<file path="src/rtl/hack_pkg.sv">
// hack_pkg: shared widths, instruction field positions and ALU control type for the Hack CPU
package hack_pkg;
    localparam int WORD_W    = 16;
    localparam int ADDR_W    = 15;
    localparam int CTYPE_BIT = 15;
    localparam int A_BIT     = 12;
    localparam int COMP_BASE = 6;
    localparam int DEST_A    = 5;
    localparam int DEST_D    = 4;
    localparam int DEST_M    = 3;
    localparam int JMP_LT    = 2;
    localparam int JMP_EQ    = 1;
    localparam int JMP_GT    = 0;

    typedef struct packed {
        logic zx;
        logic nx;
        logic zy;
        logic ny;
        logic f;
        logic no;
    } alu_ctrl_t;
endpackage

</file>
<file path="src/rtl/hack_alu.sv">
// hack_alu: combinational Hack ALU with operand zero/negate, add/and select and output negate
module hack_alu
    import hack_pkg::*;
#(
    parameter int WIDTH = hack_pkg::WORD_W
) (
    input  logic [WIDTH-1:0] x,
    input  logic [WIDTH-1:0] y,
    input  logic             zx,
    input  logic             nx,
    input  logic             zy,
    input  logic             ny,
    input  logic             f,
    input  logic             no,
    output logic [WIDTH-1:0] out,
    output logic             zr,
    output logic             ng
);
    logic [WIDTH-1:0] w_x;
    logic [WIDTH-1:0] w_y;
    logic [WIDTH-1:0] w_f;

    // zero then negate each operand, combine, then optionally negate the result
    always_comb begin
        w_x = zx ? '0 : x;
        w_x = nx ? ~w_x : w_x;
        w_y = zy ? '0 : y;
        w_y = ny ? ~w_y : w_y;
        w_f = f ? w_x + w_y : w_x & w_y;
        out = no ? ~w_f : w_f;
        zr  = (out == '0);
        ng  = out[WIDTH-1];
    end
endmodule

</file>
<file path="src/rtl/hack_cpu.sv">
// hack_cpu: Hack CPU core with A/D/PC registers, instruction decode and jump logic
module hack_cpu
    import hack_pkg::*;
#(
    parameter int WIDTH  = hack_pkg::WORD_W,
    parameter int ADDR_W = hack_pkg::ADDR_W
) (
    input  logic              clk,
    input  logic              rst_n,
    input  logic [WIDTH-1:0]  instruction,
    input  logic [WIDTH-1:0]  inM,
    output logic [WIDTH-1:0]  outM,
    output logic              writeM,
    output logic [ADDR_W-1:0] addressM,
    output logic [ADDR_W-1:0] pc
);
    logic [WIDTH-1:0]  r_a;
    logic [WIDTH-1:0]  r_d;
    logic [ADDR_W-1:0] r_pc;
    logic              w_c;
    logic              w_jump;
    logic              w_zr;
    logic              w_ng;
    logic [WIDTH-1:0]  w_y;
    logic [WIDTH-1:0]  w_alu;
    alu_ctrl_t         w_ctrl;

    assign w_c    = instruction[CTYPE_BIT];
    assign w_ctrl = alu_ctrl_t'(instruction[COMP_BASE +: 6]);
    assign w_y    = instruction[A_BIT] ? inM : r_a;

    hack_alu #(.WIDTH(WIDTH)) u_alu (
        .x  (r_d),
        .y  (w_y),
        .zx (w_ctrl.zx),
        .nx (w_ctrl.nx),
        .zy (w_ctrl.zy),
        .ny (w_ctrl.ny),
        .f  (w_ctrl.f),
        .no (w_ctrl.no),
        .out(w_alu),
        .zr (w_zr),
        .ng (w_ng)
    );

    assign w_jump = w_c & ((instruction[JMP_LT] & w_ng) |
                           (instruction[JMP_EQ] & w_zr) |
                           (instruction[JMP_GT] & ~w_ng & ~w_zr));

    assign outM     = w_alu;
    assign writeM   = w_c & instruction[DEST_M];
    assign addressM = r_a[ADDR_W-1:0];
    assign pc       = r_pc;

    // register writeback and PC sequencing; jump targets use A as it was before this edge
    always_ff @(posedge clk or negedge rst_n) begin
        if (!rst_n) begin
            r_a  <= '0;
            r_d  <= '0;
            r_pc <= '0;
        end else begin
            if (!w_c)
                r_a <= instruction;
            else if (instruction[DEST_A])
                r_a <= w_alu;
            if (w_c && instruction[DEST_D])
                r_d <= w_alu;
            r_pc <= w_jump ? r_a[ADDR_W-1:0] : r_pc + ADDR_W'(1);
        end
    end
endmodule

</file>
<file path="config.mk">
export PLATFORM = sky130hd
export DESIGN_NAME = hack_cpu
export DESIGN_NICKNAME = d
export VERILOG_FILES = /design/src/rtl/hack_pkg.sv /design/src/rtl/hack_alu.sv /design/src/rtl/hack_cpu.sv
export SDC_FILE = /design/constraint.sdc
export NUM_CORES = 1
export LEC_CHECK = 0
export ABC_AREA = 1
export CAP_MARGIN = 30
export CORE_MARGIN = 2
export CORE_UTILIZATION = 54
export DETAILED_ROUTE_END_ITERATION = 6
export PLACE_DENSITY_LB_ADDON = 0.08
export SETUP_SLACK_MARGIN = 0.3
export SYNTH_ARGS = -nofsm -noshare
export SYNTH_HDL_FRONTEND = slang
export SYNTH_HIERARCHICAL = 1
export SYNTH_SLANG_ARGS = --single-unit
</file>
<file path="constraint.sdc">
create_clock -name clk -period 4.3 [get_ports clk]
set_clock_uncertainty 0.15 [all_clocks]
set_input_delay 0.86 -clock clk [delete_from_list [all_inputs] [get_ports clk]]
set_output_delay 0.86 -clock clk [all_outputs]
set_load 0.05 [all_outputs]
</file>
==> metrics.md, run 1 <==
| Metric | Value |
|---|---|
| Status | finished with violations |
| Failing checks | negative setup slack |
| Gp weighted congestion | 0.953 |
| Mux contribution to synthesized area | 0.00245 |
| Count of cell types in the netlist | 35 |
| Critical path's largest stage delay | 0.26 ns |
| Actual slew at the worst max-slew pin | 0.956 ns |
| RSZ-0062 raised after global routing | true |
| Final count of pins violating max slew | 0 |
| Ordered cell list for the critical path | buf_8 > buf_8 > buf_6 > o21ai_2 > nand2_1 > xor2_1 > inv_1 > ha_4 > nand2_2 > nand2_2 > buf_6 > nand2_2 > nand2_2 > a21oi_2 > nand3_1 > nand3_2 > nand2_2 > nand2_2 > nand2_2 > buf_6 > buf_12 |
| Critical path launch point | instruction[12] |
| Standby leakage power | 3.76 nW |
| Synthesis-to-finish area growth | 58.1% |
| Via count normalized by instance count | 6.04 |
| Reg2Reg Depth | 29 |
| Fraction of layout instances using a drive strength above 1 | 0.349 |
| Leading cell type in the layout, fill and taps excluded | sky130_fd_sc_hd__nand2_1 |
| Commonest cells after routing, fill and taps aside | sky130_fd_sc_hd__nand2_1 (206), sky130_fd_sc_hd__inv_1 (109), sky130_fd_sc_hd__buf_4 (96) |
| Remaining global-route overflow | 0 |
| Parity-gate share of the synthesized area counting xor and xnor cells | 0.0762 |
| CTS tree | yes |
| Max_cap viols | 0 |
| Sum of buffers and inverters on the critical path | 7 |
| Dpl hpwl | 11,100 um |
| Antenna violations before repair | 0 |
| I/O Pins | 81 |
| Horizontal die dimension | 96.3 um |
| Crit Reg-Reg Startpoint | r_a[6] |
| Yosys Warn Count | 6 |
| Syn nets | 783 |
| Wire length of the first global-routing pass | 27,000 um |
| Count of endpoints failing hold in the final timing report | 0 |
| DRC violation count after routing | 0 |
| Clock slew at reported path FFs | 0.10 ns |
| Register bit count reported by yosys | 47 |
| Die Y | 96.3 um |
| Flop-to-flop setup slack | 0.40 ns |
| Slew Limit Headroom | 0.361 |
| Total Die Area | 9270 sq um |
| Iteration-0 DRC count of the detailed router | 722 |
| Final Cycle Share | 1.03 |
| Number of buffers created by CTS | 5 |
| Arrival time of data at the critical path endpoint | 3.44 ns |
| Root buffer selected by CTS | sky130_fd_sc_hd__clkbuf_8 |
| Number of search-and-repair iterations in the first detailed-routing pass | 7 |
| Worst-path fanout max | 7 |
| Starting density of the core | 0.560 |
| Post-synthesis instance total | 731 |
| Worst setup path class | in2out |
| Post-detailed-route count of antenna-violating nets | 0 |
| Shortest period the worst path allows | 4.45 ns |
| Post-detailed-route wirelength per cell | 19.7 um |
| Final hold slack | 0.344 ns |
| Total vias in the final route | 6,059 |
| Input/output buffers | 80 |
| Share of the core filled with cells in the final layout | 0.885 |
| Power density relative to cell area | 517 nW/um^2 |
| Maximum number of buffers from clock root to sink | 2 |
| Largest voltage drop on the vdd net | 317 uV |
| Pin count of the biggest net entering global routing | 32 |
| Detailed Route WL | 19,800 um |
| Net count of the finished layout | 949 |
| Compound-cell area share of the yosys netlist | 0.0958 |
| Summed instance area of the synthesized netlist | 4600 sq um |
| Depth of the CTS H-tree | 2 |
| Setup violators final | 13 |
| Setup crit end kind | primary output |
| Simple-gate portion of the synthesized area | 0.354 |
| Sequential-to-total area share from yosys stat | 0.256 |
| Critical path launch point type | primary input |
| Data required time of the critical path | 3.29 ns |
| Worst Slack Setup Final | -0.149 ns |
| Cell with the largest stage delay on the worst path | sky130_fd_sc_hd__ha_4 |
| Adder and majority cell fraction of the synthesized area | 0.0506 |
| Via count of the first global-routing pass | 5,754 |
| Site Rows | 33 |
| Most common cell type on the critical path | sky130_fd_sc_hd__nand2_2 |
| Total inserted antenna cells | 0 |
| Largest delay share family, worst path | simple AND/OR/NAND/NOR gates |
| Combinational family with the most area after synthesis | simple AND/OR/NAND/NOR gates |
| Type of the most critical hold path | in2async |
| Average size of a mapped cell | 6.29 sq um |
| Overall track demand over capacity in global routing | 0.376 |
| Achievable clock frequency | 0.225 GHz |
| Reg-to-Reg End | pc[14] |
| Clock latency at the later pin of the worst-skew pair | 0.32 ns |
| Core area | 8220 sq um |
| Hold-fix buffers at CTS | 0 |
| Total number of clock tree sinks | 47 |
==> worst max-delay path by stage <==
stage,end,cells after the start
2_1_floorplan,outM[6],15
3_3_place_gp,pc[9],29
3_5_place_dp,pc[8],28
4_1_cts,outM[10],20
5_1_grt,outM[13],21
6_report,outM[13],21
==> layout make-up <==
| type | count | area [sq um] |
|---|---|---|
| multi-input combinational | 513 | 3360 |
| timing repair buffer | 198 | 1960 |
| sequential | 47 | 1180 |
| fill | 410 | 943 |
| inverter | 132 | 513 |
| tap | 105 | 131 |
| clock buffer | 5 | 68.8 |
| clock inverter | 3 | 67.6 |
==> power by group <==
| part | switching [mW] | internal [mW] | total [mW] |
|---|---|---|---|
| sequential | 0.120 | 0.559 | 0.679 |
| clock | 0.167 | 0.232 | 0.399 |
| combinational | 1.58 | 1.10 | 2.68 |
| total | 1.87 | 1.89 | 3.76 |
==> registers in the layout (all words and copies together) (netlist names) <==
name / flops
r_d: 16
r_a: 16
pc: 15
==> per-stage QoR <==
stage | area (sq um) | worst slack [ns] | setup TNS (ns) | power [mW] | cells
6_report | 7270 | -0.149 | -0.628 | 3.76 | 1003
5_1_grt | 7270 | -0.199 | -3.04 | 3.90 | 1003
4_1_cts | 7050 | 0.124 | 0 | 3.46 | 993
3_5_place_dp | 6070 | -0.568 | -12.37 | 2.71 | 958
3_3_place_gp | 6050 | -0.441 | -9.95 | 2.66 | 957
2_1_floorplan | 4640 | 0.316 | 0 | 1.92 | 731
==> cell usage after synthesis <==
cell                       number  area share
sky130_fd_sc_hd__a21oi_1        8      0.0087
sky130_fd_sc_hd__and2_1         1      0.0014
sky130_fd_sc_hd__and3_1         1      0.0014
sky130_fd_sc_hd__buf_2          4      0.0044
sky130_fd_sc_hd__buf_4         16       0.026
sky130_fd_sc_hd__buf_6          2      0.0049
sky130_fd_sc_hd__clkbuf_1      12      0.0098
sky130_fd_sc_hd__clkbuf_4       2      0.0033
sky130_fd_sc_hd__clkbuf_8       3      0.0090
sky130_fd_sc_hd__clkinv_1       3      0.0024
sky130_fd_sc_hd__dfrtp_1       47        0.26
sky130_fd_sc_hd__fa_1           1      0.0044
sky130_fd_sc_hd__ha_1          17       0.046
sky130_fd_sc_hd__inv_1        127        0.10
sky130_fd_sc_hd__inv_2          2      0.0016
sky130_fd_sc_hd__mux2_2         1      0.0024
sky130_fd_sc_hd__nand2_1      268        0.22
sky130_fd_sc_hd__nand2_2        6      0.0082
sky130_fd_sc_hd__nand3_1       67       0.073
sky130_fd_sc_hd__nand3_2        3      0.0065
sky130_fd_sc_hd__nand4_1       11       0.015
sky130_fd_sc_hd__nor2_1        26       0.021
sky130_fd_sc_hd__nor2_2         2      0.0027
sky130_fd_sc_hd__nor3_2         1      0.0022
sky130_fd_sc_hd__o211ai_1       1      0.0016
sky130_fd_sc_hd__o21ai_0       38       0.041
sky130_fd_sc_hd__o21ai_2        1      0.0019
sky130_fd_sc_hd__o21bai_1       2      0.0033
sky130_fd_sc_hd__o221ai_1       6       0.011
sky130_fd_sc_hd__o221ai_2       8       0.026
sky130_fd_sc_hd__o22ai_1        1      0.0014
sky130_fd_sc_hd__or2_1          1      0.0014
sky130_fd_sc_hd__or2_2          2      0.0027
sky130_fd_sc_hd__xnor2_1        2      0.0038
sky130_fd_sc_hd__xor2_1        38       0.072
==> kinds of logic (layout without fill, tap and decap cells) <==
logic type	Yosys count	in the layout
xor gates and xnor gates	40	40
and+or+nand+nor	389	389
muxes	1	1
DFF	47	47
buffers and inverters	171	338
adders and majority gates	18	18
AOI/OAI and AO/OA	65	65
==> timing repair <==
action | 4_1_cts | 5_1_grt
setup endpoints to repair | 31 | 30
hold endpoints to repair | 0 | 0
resized for setup | 198 | 45
buffers inserted | 26 | 10
cloned | 1 | 0
pin swaps | 100 | 44
==> layer usage <==
metal | track usage | up-vias | wire length (um)
met2 | 0.663 | 546 | 9400
met3 | 0.0611 | 175 | 1990
met4 | 0.185 | 0 | 1490
li1 | - | 2575 | -
met1 | 0.440 | 2763 | 6880
met5 | 0 | - | 0
Note: power is estimated with default switching activity, not from simulation.
==> run 2: changes to the inputs <==
Clock period 4.3 ns to 4.9 ns, I/O delays scaled along.
==> metrics.md, run 2 (synthesized netlist as in run 1, its figures left out) <==
| Metric | Value |
|---|---|
| DRC violation count after routing | 0 |
| Status | complete, no violations |
| Maximum number of buffers from clock root to sink | 2 |
| Horizontal die dimension | 96.3 um |
| Pin count of the biggest net entering global routing | 32 |
| Root buffer selected by CTS | sky130_fd_sc_hd__clkbuf_8 |
| Reg-to-Reg End | pc[9] |
| Standby leakage power | 3.22 nW |
| Number of buffers created by CTS | 5 |
| Placement Cell Area | 5620 sq um |
| Type of the most critical hold path | reg2reg |
| Worst-path fanout max | 3 |
| Shortest period the worst path allows | 4.45 ns |
| Critical path launch point type | primary input |
| Commonest cells after routing, fill and taps aside | sky130_fd_sc_hd__nand2_1 (245), sky130_fd_sc_hd__inv_1 (119), sky130_fd_sc_hd__nand3_1 (60) |
| Overall track demand over capacity in global routing | 0.291 |
| Data required time of the critical path | 3.77 ns |
| RSZ-0062 raised after global routing | true |
| Sequential share of power | 0.219 |
| NetSw | 1.35 mW |
| Number of search-and-repair iterations in the first detailed-routing pass | 6 |
| Synthesis-to-finish area growth | 34.2% |
| Clk pwr share | 0.088 |
| Switching power share of the total | 0.509 |
| Finished Layout Cells | 923 |
| Clock slew at reported path FFs | 0.09 ns |
| Power density relative to cell area | 431 nW/um^2 |
| Ordered cell list for the critical path | clkdlybuf4s50_1 > nand2_1 > o21ai_1 > nand2_1 > xor2_1 > inv_1 > ha_4 > buf_4 > nand2_1 > nor2_1 > nand2_2 > nand2_2 > nand2_1 > nand3_1 > nand2_1 > nand2_1 > nand2_1 > inv_1 > buf_12 |
| Reg2Reg Depth | 29 |
| Detailed Route WL | 13,700 um |
| Setup violators final | 0 |
| Internal | 1.30 mW |
| Via count of the first global-routing pass | 4,571 |
| Critical path launch point | inM[5] |
| Largest voltage drop on the vdd net | 279 uV |
| Dpl hpwl | 10,200 um |
| Final hold slack | 0.349 ns |
| Fraction of layout instances using a drive strength above 1 | 0.185 |
| Wire length of the first global-routing pass | 20,900 um |
| Filler cell count | 665 |
| Final non-filler cell area | 6170 sq um |
| Gp weighted congestion | 0.935 |
| Achievable clock frequency | 0.225 GHz |
| Final Cycle Share | 0.909 |
| Leading cell type in the layout, fill and taps excluded | sky130_fd_sc_hd__nand2_1 |
| Remaining global-route overflow | 0 |
| Total Die Area | 9270 sq um |
| Total vias in the final route | 4,888 |
| Cell with the largest stage delay on the worst path | sky130_fd_sc_hd__clkdlybuf4s50_1 |
| Most common cell type on the critical path | sky130_fd_sc_hd__nand2_1 |
| CTS tree | yes |
| Core area | 8220 sq um |
| Net count of the finished layout | 869 |
| End point of the critical path | outM[8] |
| Combinational share of power | 0.694 |
| Cells after DPL | 902 |
| Site Rows | 33 |
| Max_cap viols | 0 |
| Critical path's largest stage delay | 0.48 ns |
| Clock latency at the later pin of the worst-skew pair | 0.31 ns |
| Post-detailed-route count of antenna-violating nets | 0 |
| Actual slew at the worst max-slew pin | 0.846 ns |
| Arrival time of data at the critical path endpoint | 3.32 ns |
| Final count of pins violating max slew | 0 |
| Setup crit end kind | primary output |
| Flop-to-flop setup slack | 1.15 ns |
| Die Y | 96.3 um |
| Worst setup path class | in2out |
| I/O Pins | 81 |
| Crit Reg-Reg Startpoint | r_a[0] |
| Post-detailed-route wirelength per cell | 14.8 um |
| Total number of clock tree sinks | 47 |
| Iteration-0 DRC count of the detailed router | 229 |
| Total inserted antenna cells | 0 |
| Hold-fix buffers at CTS | 0 |
| Starting density of the core | 0.560 |
| Count of endpoints failing hold in the final timing report | 0 |
| Input/output buffers | 80 |
| Startpoint of the tightest hold check path | r_d[6] |
| Via count normalized by instance count | 5.30 |
| Antenna violations before repair | 1 |
| Depth of the CTS H-tree | 2 |
| Slew Limit Headroom | 0.435 |
run 2: cell count changes in the layout (fill, tap and decap cells not counted), sizes merged:
| cell | delta |
|---|---|
| dlymetal6s2s | +4 |
| clkinv | +1 |
| clkdlybuf4s50 | +11 |
| buf | -81 |
| clkdlybuf4s15 | -3 |
| bufinv | -2 |
| dlygate4sd2 | -10 |
run 2: routing by layer:
metal / wire length [um] / share of wire / global-route usage / vias up
met3: 901 / 0.066 / 0.0321 / 29
met1: 5640 / 0.41 / 0.364 / 2248
met5: 17 / 0.0012 / 0 / -
met4: 311 / 0.023 / 0.0974 / 2
met2: 6830 / 0.50 / 0.520 / 196
li1: - / - / - / 2413
run 2: worst min path at each step:
stage / depth (start not counted) / end
finish: 2 / r_d[6]
detailed placement: 2 / r_d[6]
global placement: 2 / r_d[6]
global route: 2 / r_d[6]
floorplan: 2 / r_d[0]
CTS: 2 / r_d[6]
run 2: what timing repair did:
item | in CTS | in global routing
gates cloned | 1 | 0
setup buffers | 1 | 11
gates resized for setup | 35 | 65
setup endpoints to repair | 27 | 26
pin swaps | 1 | 33
run 2: through the flow:
step | power (mW) | setup TNS, ns | util | worst slack (ns)
after global routing | 2.83 | 0 | 0.751 | 0.251
after global placement | 2.18 | -0.0818 | 0.682 | -0.0260
after floorplan | 1.67 | 0 | - | 0.322
after detailed placement | 2.21 | -0.630 | 0.684 | -0.0690
after CTS | 2.51 | 0 | 0.715 | 0.311
final | 2.66 | 0 | 0.751 | 0.446
run 2: layout make-up:
type	instances	area, sq um	area share
multi-input cells	513	3010	0.488
repair buffers	118	1270	0.206
clock inverters	2	12.5	0.00203
well taps	105	131	0.0213
flip-flops and latches	47	1180	0.190
inverters	132	495	0.0802
clock buffers	6	72.6	0.0118
run 2: critical path: cells and delay by family:
family | cells | cell delay, ns
adders and majority gates | 1 | 0.30
AOI/OAI and AO/OA | 1 | 0.07
xor gates and xnor gates | 1 | 0.18
and+or+nand+nor | 11 | 0.80
buffers and inverters | 5 | 0.99
run 2: power groups by stage:
stage | Clock (mW) | Combinational [mW] | Sequential, mW
final | 0.234 | 1.84 | 0.581
after detailed placement | 0 | 1.62 | 0.586
after floorplan | 0 | 0.921 | 0.749
after global placement | 0 | 1.60 | 0.580
after CTS | 0.235 | 1.70 | 0.579
after global routing | 0.254 | 1.99 | 0.591
==> run 3: changes to the inputs <==
Settings changed: CTS_CLUSTER_SIZE from default to 28, SLEW_MARGIN from default to 15.
==> results of run 3 <==
No change in the layout: final DEF, timing and power equal those of run 2.
